## config.mk

```make
export PLATFORM = sky130hd
export DESIGN_NAME = ws2812_frame_arbiter
export DESIGN_NICKNAME = d
export VERILOG_FILES = /design/src/rtl/ws2812_arb_pkg.sv /design/src/rtl/rr_pick.sv /design/src/rtl/ws2812_frame_arbiter.sv
export SDC_FILE = /design/constraint.sdc
export NUM_CORES = 1
export LEC_CHECK = 0
export BUFFER_PORTS_ARGS = -buffer_cell sky130_fd_sc_hd__buf_4
export CORE_MARGIN = 5
export CORE_UTILIZATION = 35
export DETAILED_ROUTE_END_ITERATION = 10
export PLACE_DENSITY = 0.74
export SLEW_MARGIN = 5
export SYNTH_ARGS = -nofsm -noshare
export SYNTH_HDL_FRONTEND = slang
export SYNTH_SLANG_ARGS = --single-unit
export TNS_END_PERCENT = 20
```

## constraint.sdc

```tcl
create_clock -name sys_clk -period 2.6 [get_ports sys_clk]
set_input_delay 0 -clock sys_clk [delete_from_list [all_inputs] [get_ports sys_clk]]
set_output_delay 0 -clock sys_clk [all_outputs]
set_load 0.01 [all_outputs]
```

## src/rtl/ws2812_arb_pkg.sv

```systemverilog
// Shared state encoding, bus widths and default timing constants for the WS2812 frame arbiter.
package ws2812_arb_pkg;

   typedef enum logic [1:0] {
      StIdle = 2'd0,
      StArb  = 2'd1,
      StRun  = 2'd2,
      StGap  = 2'd3
   } arb_state_e;

   localparam int unsigned CFG_NUM_W           = 6;
   localparam int unsigned CFG_DATA_W          = 24;
   localparam int unsigned GAP_CYC_DEFAULT     = 3_000;
   localparam int unsigned TIMEOUT_CYC_DEFAULT = 500_000;

   // Index of the set bit in a one-hot vector of up to 8 requesters; 0 when empty.
   function automatic int unsigned onehot_idx(input logic [7:0] oh);
      int unsigned idx;
      idx = 0;
      for (int unsigned i = 0; i < 8; i++) begin
         if (oh[i]) idx = i;
      end
      return idx;
   endfunction

endpackage

```

## src/rtl/rr_pick.sv

```systemverilog
// Combinational round-robin picker: first set request at or after rr_ptr_i, wrapping circularly.
module rr_pick #(
   parameter int unsigned NREQ = 3
) (
   input  logic [NREQ-1:0]         req_i,
   input  logic [$clog2(NREQ)-1:0] rr_ptr_i,
   output logic [NREQ-1:0]         pick_o,
   output logic                    valid_o
);

   localparam int unsigned PtrW = $clog2(NREQ);

   int               idx;
   logic [PtrW-1:0]  sel;

   always_comb begin
      pick_o  = '0;
      valid_o = 1'b0;
      idx     = 0;
      sel     = '0;
      for (int i = 0; i < int'(NREQ); i++) begin
         idx = int'(rr_ptr_i) + i;
         if (idx >= int'(NREQ)) idx = idx - int'(NREQ);
         sel = PtrW'(idx);
         if (!valid_o && req_i[sel]) begin
            pick_o[sel] = 1'b1;
            valid_o     = 1'b1;
         end
      end
   end

endmodule

```

## src/rtl/ws2812_frame_arbiter.sv

```systemverilog
// Frame-atomic round-robin arbiter sharing one ws2812_ctrl driver among NREQ producers.
// Define WS2812_ARB_GAP_EN to insert a GAP_CYC latch gap after every completed frame.
module ws2812_frame_arbiter
   import ws2812_arb_pkg::*;
#(
   parameter int unsigned NREQ        = 3,
   parameter int unsigned LED_NUM     = 64,
   parameter int unsigned TIMEOUT_CYC = TIMEOUT_CYC_DEFAULT,
   parameter int unsigned GAP_CYC     = GAP_CYC_DEFAULT
) (
   input  logic                         sys_clk,
   input  logic                         sys_rst_n,
   input  logic [NREQ-1:0]              req_i,
   input  logic [NREQ*CFG_NUM_W-1:0]    req_cfg_num_i,
   input  logic [NREQ*CFG_DATA_W-1:0]   req_cfg_data_i,
   input  logic                         cfg_start_i,
   output logic                         ws2812_start_o,
   output logic [CFG_NUM_W-1:0]         cfg_num_o,
   output logic [CFG_DATA_W-1:0]        cfg_data_o,
   output logic [NREQ-1:0]              req_cfg_start_o,
   output logic [NREQ-1:0]              grant_o,
   output logic                         frame_done_o,
   output logic                         timeout_err_o
);

   localparam int unsigned PtrW  = $clog2(NREQ);
   localparam int unsigned WdogW = $clog2(TIMEOUT_CYC + 1);
   localparam int unsigned GapW  = $clog2(GAP_CYC + 1);

`ifdef WS2812_ARB_GAP_EN
   localparam arb_state_e StAfterFrame = StGap;
`else
   localparam arb_state_e StAfterFrame = StIdle;
`endif

   arb_state_e       state_q, state_d;
   logic [NREQ-1:0]  grant_q, grant_d;
   logic [PtrW-1:0]  rr_ptr_q, rr_ptr_d;
   logic [6:0]       led_cnt_q, led_cnt_d;
   logic [WdogW-1:0] wdog_q, wdog_d;
   logic [GapW-1:0]  gap_q, gap_d;
   logic             frame_done_q, frame_done_d;
   logic             timeout_q, timeout_d;

   logic [NREQ-1:0]  pick;
   logic             pick_vld;
   logic [7:0]       grant_ext;
   int unsigned      grant_idx;
   logic [PtrW-1:0]  next_ptr;

   rr_pick #(
      .NREQ(NREQ)
   ) u_rr_pick (
      .req_i   (req_i),
      .rr_ptr_i(rr_ptr_q),
      .pick_o  (pick),
      .valid_o (pick_vld)
   );

   assign grant_ext = 8'(grant_q);
   assign grant_idx = onehot_idx(grant_ext);
   assign next_ptr  = (grant_idx >= NREQ - 1) ? '0 : PtrW'(grant_idx + 1);

   always_comb begin
      state_d      = state_q;
      grant_d      = grant_q;
      rr_ptr_d     = rr_ptr_q;
      led_cnt_d    = led_cnt_q;
      wdog_d       = '0;
      gap_d        = '0;
      frame_done_d = 1'b0;
      timeout_d    = 1'b0;
      case (state_q)
         StIdle: begin
            if (|req_i) state_d = StArb;
         end
         StArb: begin
            if (pick_vld) begin
               grant_d = pick;
               state_d = StRun;
            end else begin
               state_d = StIdle;
            end
         end
         StRun: begin
            if (cfg_start_i) begin
               if (led_cnt_q == 7'(LED_NUM - 1)) begin
                  frame_done_d = 1'b1;
                  grant_d      = '0;
                  rr_ptr_d     = next_ptr;
                  led_cnt_d    = '0;
                  state_d      = StAfterFrame;
               end else begin
                  led_cnt_d = led_cnt_q + 7'd1;
               end
            end else if (wdog_q == WdogW'(TIMEOUT_CYC - 1)) begin
               // Driver stalled: abort the frame and move fairness past the grantee.
               timeout_d = 1'b1;
               grant_d   = '0;
               rr_ptr_d  = next_ptr;
               led_cnt_d = '0;
               state_d   = StIdle;
            end else begin
               wdog_d = wdog_q + WdogW'(1);
            end
         end
         StGap: begin
            if (gap_q == GapW'(GAP_CYC - 1)) state_d = StIdle;
            else gap_d = gap_q + GapW'(1);
         end
         default: state_d = StIdle;
      endcase
   end

   always_ff @(posedge sys_clk or negedge sys_rst_n) begin
      if (!sys_rst_n) begin
         state_q      <= StIdle;
         grant_q      <= '0;
         rr_ptr_q     <= '0;
         led_cnt_q    <= '0;
         wdog_q       <= '0;
         gap_q        <= '0;
         frame_done_q <= 1'b0;
         timeout_q    <= 1'b0;
      end else begin
         state_q      <= state_d;
         grant_q      <= grant_d;
         rr_ptr_q     <= rr_ptr_d;
         led_cnt_q    <= led_cnt_d;
         wdog_q       <= wdog_d;
         gap_q        <= gap_d;
         frame_done_q <= frame_done_d;
         timeout_q    <= timeout_d;
      end
   end

   always_comb begin
      cfg_num_o  = '0;
      cfg_data_o = '0;
      for (int i = 0; i < int'(NREQ); i++) begin
         if (grant_q[i]) begin
            cfg_num_o  = cfg_num_o | req_cfg_num_i[i*CFG_NUM_W +: CFG_NUM_W];
            cfg_data_o = cfg_data_o | req_cfg_data_i[i*CFG_DATA_W +: CFG_DATA_W];
         end
      end
   end

   assign ws2812_start_o  = (state_q == StRun);
   assign req_cfg_start_o = {NREQ{cfg_start_i}} & grant_q;
   assign grant_o         = grant_q;
   assign frame_done_o    = frame_done_q;
   assign timeout_err_o   = timeout_q;

endmodule
```

======== Yosys cells after proc, flatten, opt, wreduce, memory -nomap -nowiden ========
Cells that the tools add are included.
W data, S select, Z words.
word-level totals
  register bits ........................... 47
  input bits .............................. 96
  output and inout bits ................... 39
  logic and storage cells ................. 120
operators by class
  add/sub/neg operators ................... 9
  order comparisons ....................... 10
  equal/unequal tests ..................... 12
  mux-type cells .......................... 59
  bitwise operators ....................... 7
  reduce and logical (&&, ||, !) cells .... 15
operator list
  operator                 count
  $mux W24                 3
  $mux W19                 3
  $or A24 B24 Y24          2
  $ge A32 B2 Y1 const B    1
  $mux W2                  14
  $mux W12                 2
  $mux W3                  7
  $mux W7                  3
  $add A19 B1 Y19 const B  1
  $eq A19 B19 Y1 const B   1
  $mux W6                  3
  $mux W1                  16
  $add A12 B1 Y12 const B  1
  $eq A12 B12 Y1 const B   1
  $or A6 B6 Y6             2
  $lt A2 B3 Y1 const B     3
  $pmux W2 S4              1
  $reduce_and A4 Y1        2
  $add A7 B1 Y7 const B    1
  $eq A7 B6 Y1 const B     1
  $bmux W1 S2              3
  $demux W1 S2             3
  $ge A2 B1 Y1 const B     3
  $ge A3 B2 Y1 const B     2
  21 further kinds         33

======== Depth between registers and ports, before layout ========
  word-level depth ........................ 13
  depth in mapped cells ................... 8
  mapped depth without buffers ............ 7

======== Hierarchy ========
Synthesis repeated with hierarchy kept, for this count alone.
second synthesis, totals
  cell total of the unflattened synthesis .. 353
  area, all modules ....................... 3099.2 µm²
modules (own cells, without submodules)
  module                instances  cells each  area an instance (µm²)  sequential area each (µm²)
  ws2812_frame_arbiter  1          315         2827.7                  1176.1
  rr_pick               1          38          271.5                   0.0

======== Least setup slack after synthesis ========
OpenSTA, ideal clock, no wires.
  path type ............................... flip-flop to flip-flop
  from .................................... register rr_ptr_q[0]
  to ...................................... register grant_q[2], in the netlist grant_o[2]
  arrival ................................. 1.860 ns
  data required time ...................... 2.480 ns
  path slack .............................. 0.620 ns
  cell stages (with the launch flop) ...... 8
  path buffers ............................ 0
  clock period less this slack ............ 1.980 ns
  cell sequence ........................... dfrtp_1 inv_1 ha_1 mux2i_1 nor2_1 o41ai_2 a211oi_1 a31o_2
on the way
  word-level cells in the longest chain between the ends .. 13
  elaborated cells between the ends (all ways) .. 48
  classes of those cells .................. add/sub: 5; order compare: 9; eq/ne: 1; mux: 23; bitwise: 2; reduce/logical: 8
ends and longest elaborated chain
  element                                                                  line                         text
  start: declaration                                                       ws2812_frame_arbiter.sv:38   logic [PtrW-1:0] rr_ptr_q, rr_ptr_d;
  start signal: assignment                                                 ws2812_frame_arbiter.sv:128  rr_ptr_q <= rr_ptr_d;
  $add A2 B1 Y3, or another cell as far along                              rr_pick.sv:22                idx = int'(rr_ptr_i) + i;
  $ge A3 B2 Y1, or another cell as far along                               rr_pick.sv:23                if (idx >= int'(NREQ)) idx = idx - int'(NREQ);
  $mux W2, or another cell as far along                                    rr_pick.sv:23
  $lt A2 B3 Y1 (not written as such), or another cell as far along         rr_pick.sv:26                pick_o[sel] = 1'b1;
  $logic_and A1 B1 Y1 (not written as such), or another cell as far along  rr_pick.sv:26
  $mux W1 (not written as such), or another cell as far along              rr_pick.sv:26
  $demux W1 S2, or another cell as far along                               n/a
  $or A3 B3 Y3 (no line) / $mux W1 (equally long branches)                 n/a
  $mux W3 / $logic_not A1 Y1 (equally long branches)                       rr_pick.sv:25                if (!valid_o && req_i[sel]) begin
  $or A3 B3 Y3 (no line) / $logic_and A1 B1 Y1 (equally long branches)     n/a
  $mux W3 / $mux W1 (equally long branches)                                rr_pick.sv:25
  $mux W3 / $ne A2 B2 Y1 (equally long branches)                           n/a
  $pmux W3 S2 / $reduce_and A4 Y1 (equally long branches)                  n/a
  end signal: assignment                                                   ws2812_frame_arbiter.sv:127  grant_q <= grant_d;
  end: declaration                                                         ws2812_frame_arbiter.sv:37   logic [NREQ-1:0] grant_q, grant_d;
Several ways; a longest one is shown, not always the timed one. The select of a mux whose other input is x is not followed.
A chain may end at the register's enable or synchronous reset.

======== Worst setup path in the final report ========
  from .................................... register rr_ptr_q[0]
  to ...................................... register grant_q[1], in the netlist grant_o[1]
The elaborated chain is that of the path after synthesis.

==> out/metrics.csv <==
metric,value,unit
io_pins,135,
die_h,101.8,um
track_usage,15.88,%
ys_seq_area_share,39.92,%
areaGrowthSynthToFinish,42.63,%
place_area,4046,um2
core,8217,um2
synth_commonest_cells,"dfrtp_1 (47), nor2_1 (42), inv_1 (40)",
ys_seq_elements,47,
drtPass1Iterations,8,
wl_per_cell,15.58,um
yosysMostFrequentCell,dfrtp_1,
power,1.509,mW
antenna_cells,0,
vias,2989,
leakagePower,2.226,nW
holdWs,0.1106,ns
synth_cell_types,47,
syn_area,2947,um2
final_nets,562,
critPathLaunchType,register,
slowest_delay,0.58,ns
cts_tree,done,
synthCells,328,
powerDensity,359.2,nW/um2
cts.clk_slew.worst_paths,0.09,ns
clock-sinks,47,
end_kind,register,
synth_edf_count,0,
max_cap_violations,0,
ctsResizeCount,0,
overflow,0,
drc_errors,0,
path_max_fanout,7,
setup_viol,0,
crit_type,register to register,
die_area,10350,um2
yosys_warnings,0,
crit_path_cell_trace,"inv_1, ha_1, mux2i_1, nor2_1, o41ai_2, a211oi_1, a31o_2",
skew,0.004872,ns
dp_hpwl,6.792,mm
routed_via_density,5.290,
drtAntennaViolNets,0,
antenna_found_initial,0,
htreeDepth,2,
synth_top_area_share,39.92,%
worstPathArrival,2.49,ns
tightest_slew,1.055,ns
rsz0062_at_grt,false,
synthTopCellsByArea,"dfrtp_1 (40%), a222oi_1 (10%), nor2_1 (5.4%)",
hold_viol,0,
syn_nets,431,
syn_area_per_cell,8.983,um2
crit_required,2.79,ns
cts_made_buffers,5,
place_congestion,0.8207,
fin_area,4203,um2
maxSlewHeadroom,29.68,%
die_w,101.8,um
ys_dominant_reg_cell,dfrtp_1,
timing.rr.start,rr_ptr_q[0]$_DFFE_PN0P_,
finalSetupTns,0,ns
irDropWorstVdd,0.3674,mV
cts-root-buf,clkbuf_8,
critPathBufInv,1,
start_util,35.86,%
grt_max_degree,48,
async_flop_share,100.0,%
cp-startpoint,rr_ptr_q[0]$_DFFE_PN0P_,
finalCritPeriodShare,88.31,%
cp_slowest_cell,o41ai_2,
status,"complete, no violations",
hp-start,req_i[2],
period_needed,2.296,ns
final_max_slew_viol_count,0,
max_freq,435.5,MHz
cp_top_family,compound AO/OA/AOI/OAI gates,
drt-total-wl,8.805,mm
hold_class,primary input to register,
drt_iter0_drc,193,
grt_pass1_wl,13.39,mm
grt_pass1_vias,2842,
port_buffers,134,
cts_buffer_depth,2,
insertion_delay,0.30,ns
floorplan.rows,33,
synth_top_area_cell,dfrtp_1,
drive_gt1_share,33.70,%
[area by class of cell]
class,instances,area (um2)
Clock inverter,3,67.56
Inverter,40,150.1
Tap cell,105,131.4
Timing Repair Buffer,140,1056
Clock buffer,5,68.82
Multi-Input combinational cell,225,1553
Sequential cell,47,1176
Fill cell,736,4014
[through the flow]
step | setup slack, ns | std cells | utilization (%)
global route | 0.1597 | 565 | 51.15
finish | 0.3039 | 565 | 51.15
CTS | 0.3376 | 565 | 51.15
global placement | 0.4698 | 555 | 49.25
floorplan | 0.6200 | 328 | -
detailed placement | 0.3711 | 555 | 49.25
[power by group]
part	switching, mW	total [mW]	leakage, nW	internal, mW
registers	0	0.730	0.627	0.730
logic	0.0498	0.147	1.53	0.0974
clock network	0.249	0.632	0.0644	0.383
total	0.299	1.51	2.23	1.21
[final timing paths]
| kind | end | slack (ns) | cells past startpoint |
|---|---|---|---|
| min in group asynchronous | wdog_q[15]$_DFF_PN0_ | 0.24 | 2 |
| max in group asynchronous | wdog_q[18]$_DFF_PN0_ | 1.96 | 2 |
| worst min register to register | wdog_q[0]$_DFF_PN0_ | 0.46 | 1 |
| worst max register to register | grant_o[1]$_DFFE_PN0P_ | 0.30 | 7 |
| worst max-delay path | grant_o[1]$_DFFE_PN0P_ | 0.30 | 7 |
| worst min-delay path | state_q[0]$_DFFE_PN0P_ | 0.11 | 3 |
[tightest hold or removal path, delay by kind of cell]
family | cells | cell delay, ns
compound gates | 1 | 0.20
simple gates | 1 | 0.05
buf+inv | 1 | 0.12
[registers in the layout, summed over array words and instances, names as in the netlist]
signal and cells:
state_q 2, led_cnt_q 7, gap_q 12, rr_ptr_q 2, timeout_err_o 1, wdog_q 19, frame_done_o 1, grant_o 3
[per-layer routing]
layer  part of all wire, %  track usage (%)  vias to the layer above  wire, um
li1                      -                -                     1449         -
met1                    39            18.68                     1408      3397
met2                    50            28.52                      113      4438
met3                   8.3            3.306                       19       732
met4                   2.7            5.521                        0       236
met5                     0                0                        -         0
[what timing repair did]
item                      CTS  global route
hold endpoints to repair   49             0
hold buffers                2             0
buffers inserted            0             0
[cells in the final DEF, fill, tap and decap left out, types with 10 or more instances in the layout]
master / Yosys / layout
buf_4: 1 / 138
inv_1: 40 / 40
nand3_1: 14 / 14
a222oi_1: 30 / 30
nor2_1: 42 / 42
nor3_1: 10 / 10
xor2_1: 16 / 16
dfrtp_1: 47 / 47
xnor2_1: 10 / 10
nand2_1: 18 / 18
[logic make-up after synthesis]
family                   after synthesis  share of synthesized area [%]
XOR/XNOR                              26                          7.728
multiplexers                           8                          2.760
AO/OA/AOI/OAI                         64                          19.15
flip-flops                            47                          39.92
adder cells (fa/ha/maj)                7                          2.972
AND/OR/NAND/NOR                      120                          20.09
buffers and inverters                 56                          7.388
(Power assumes the default switching activity.)
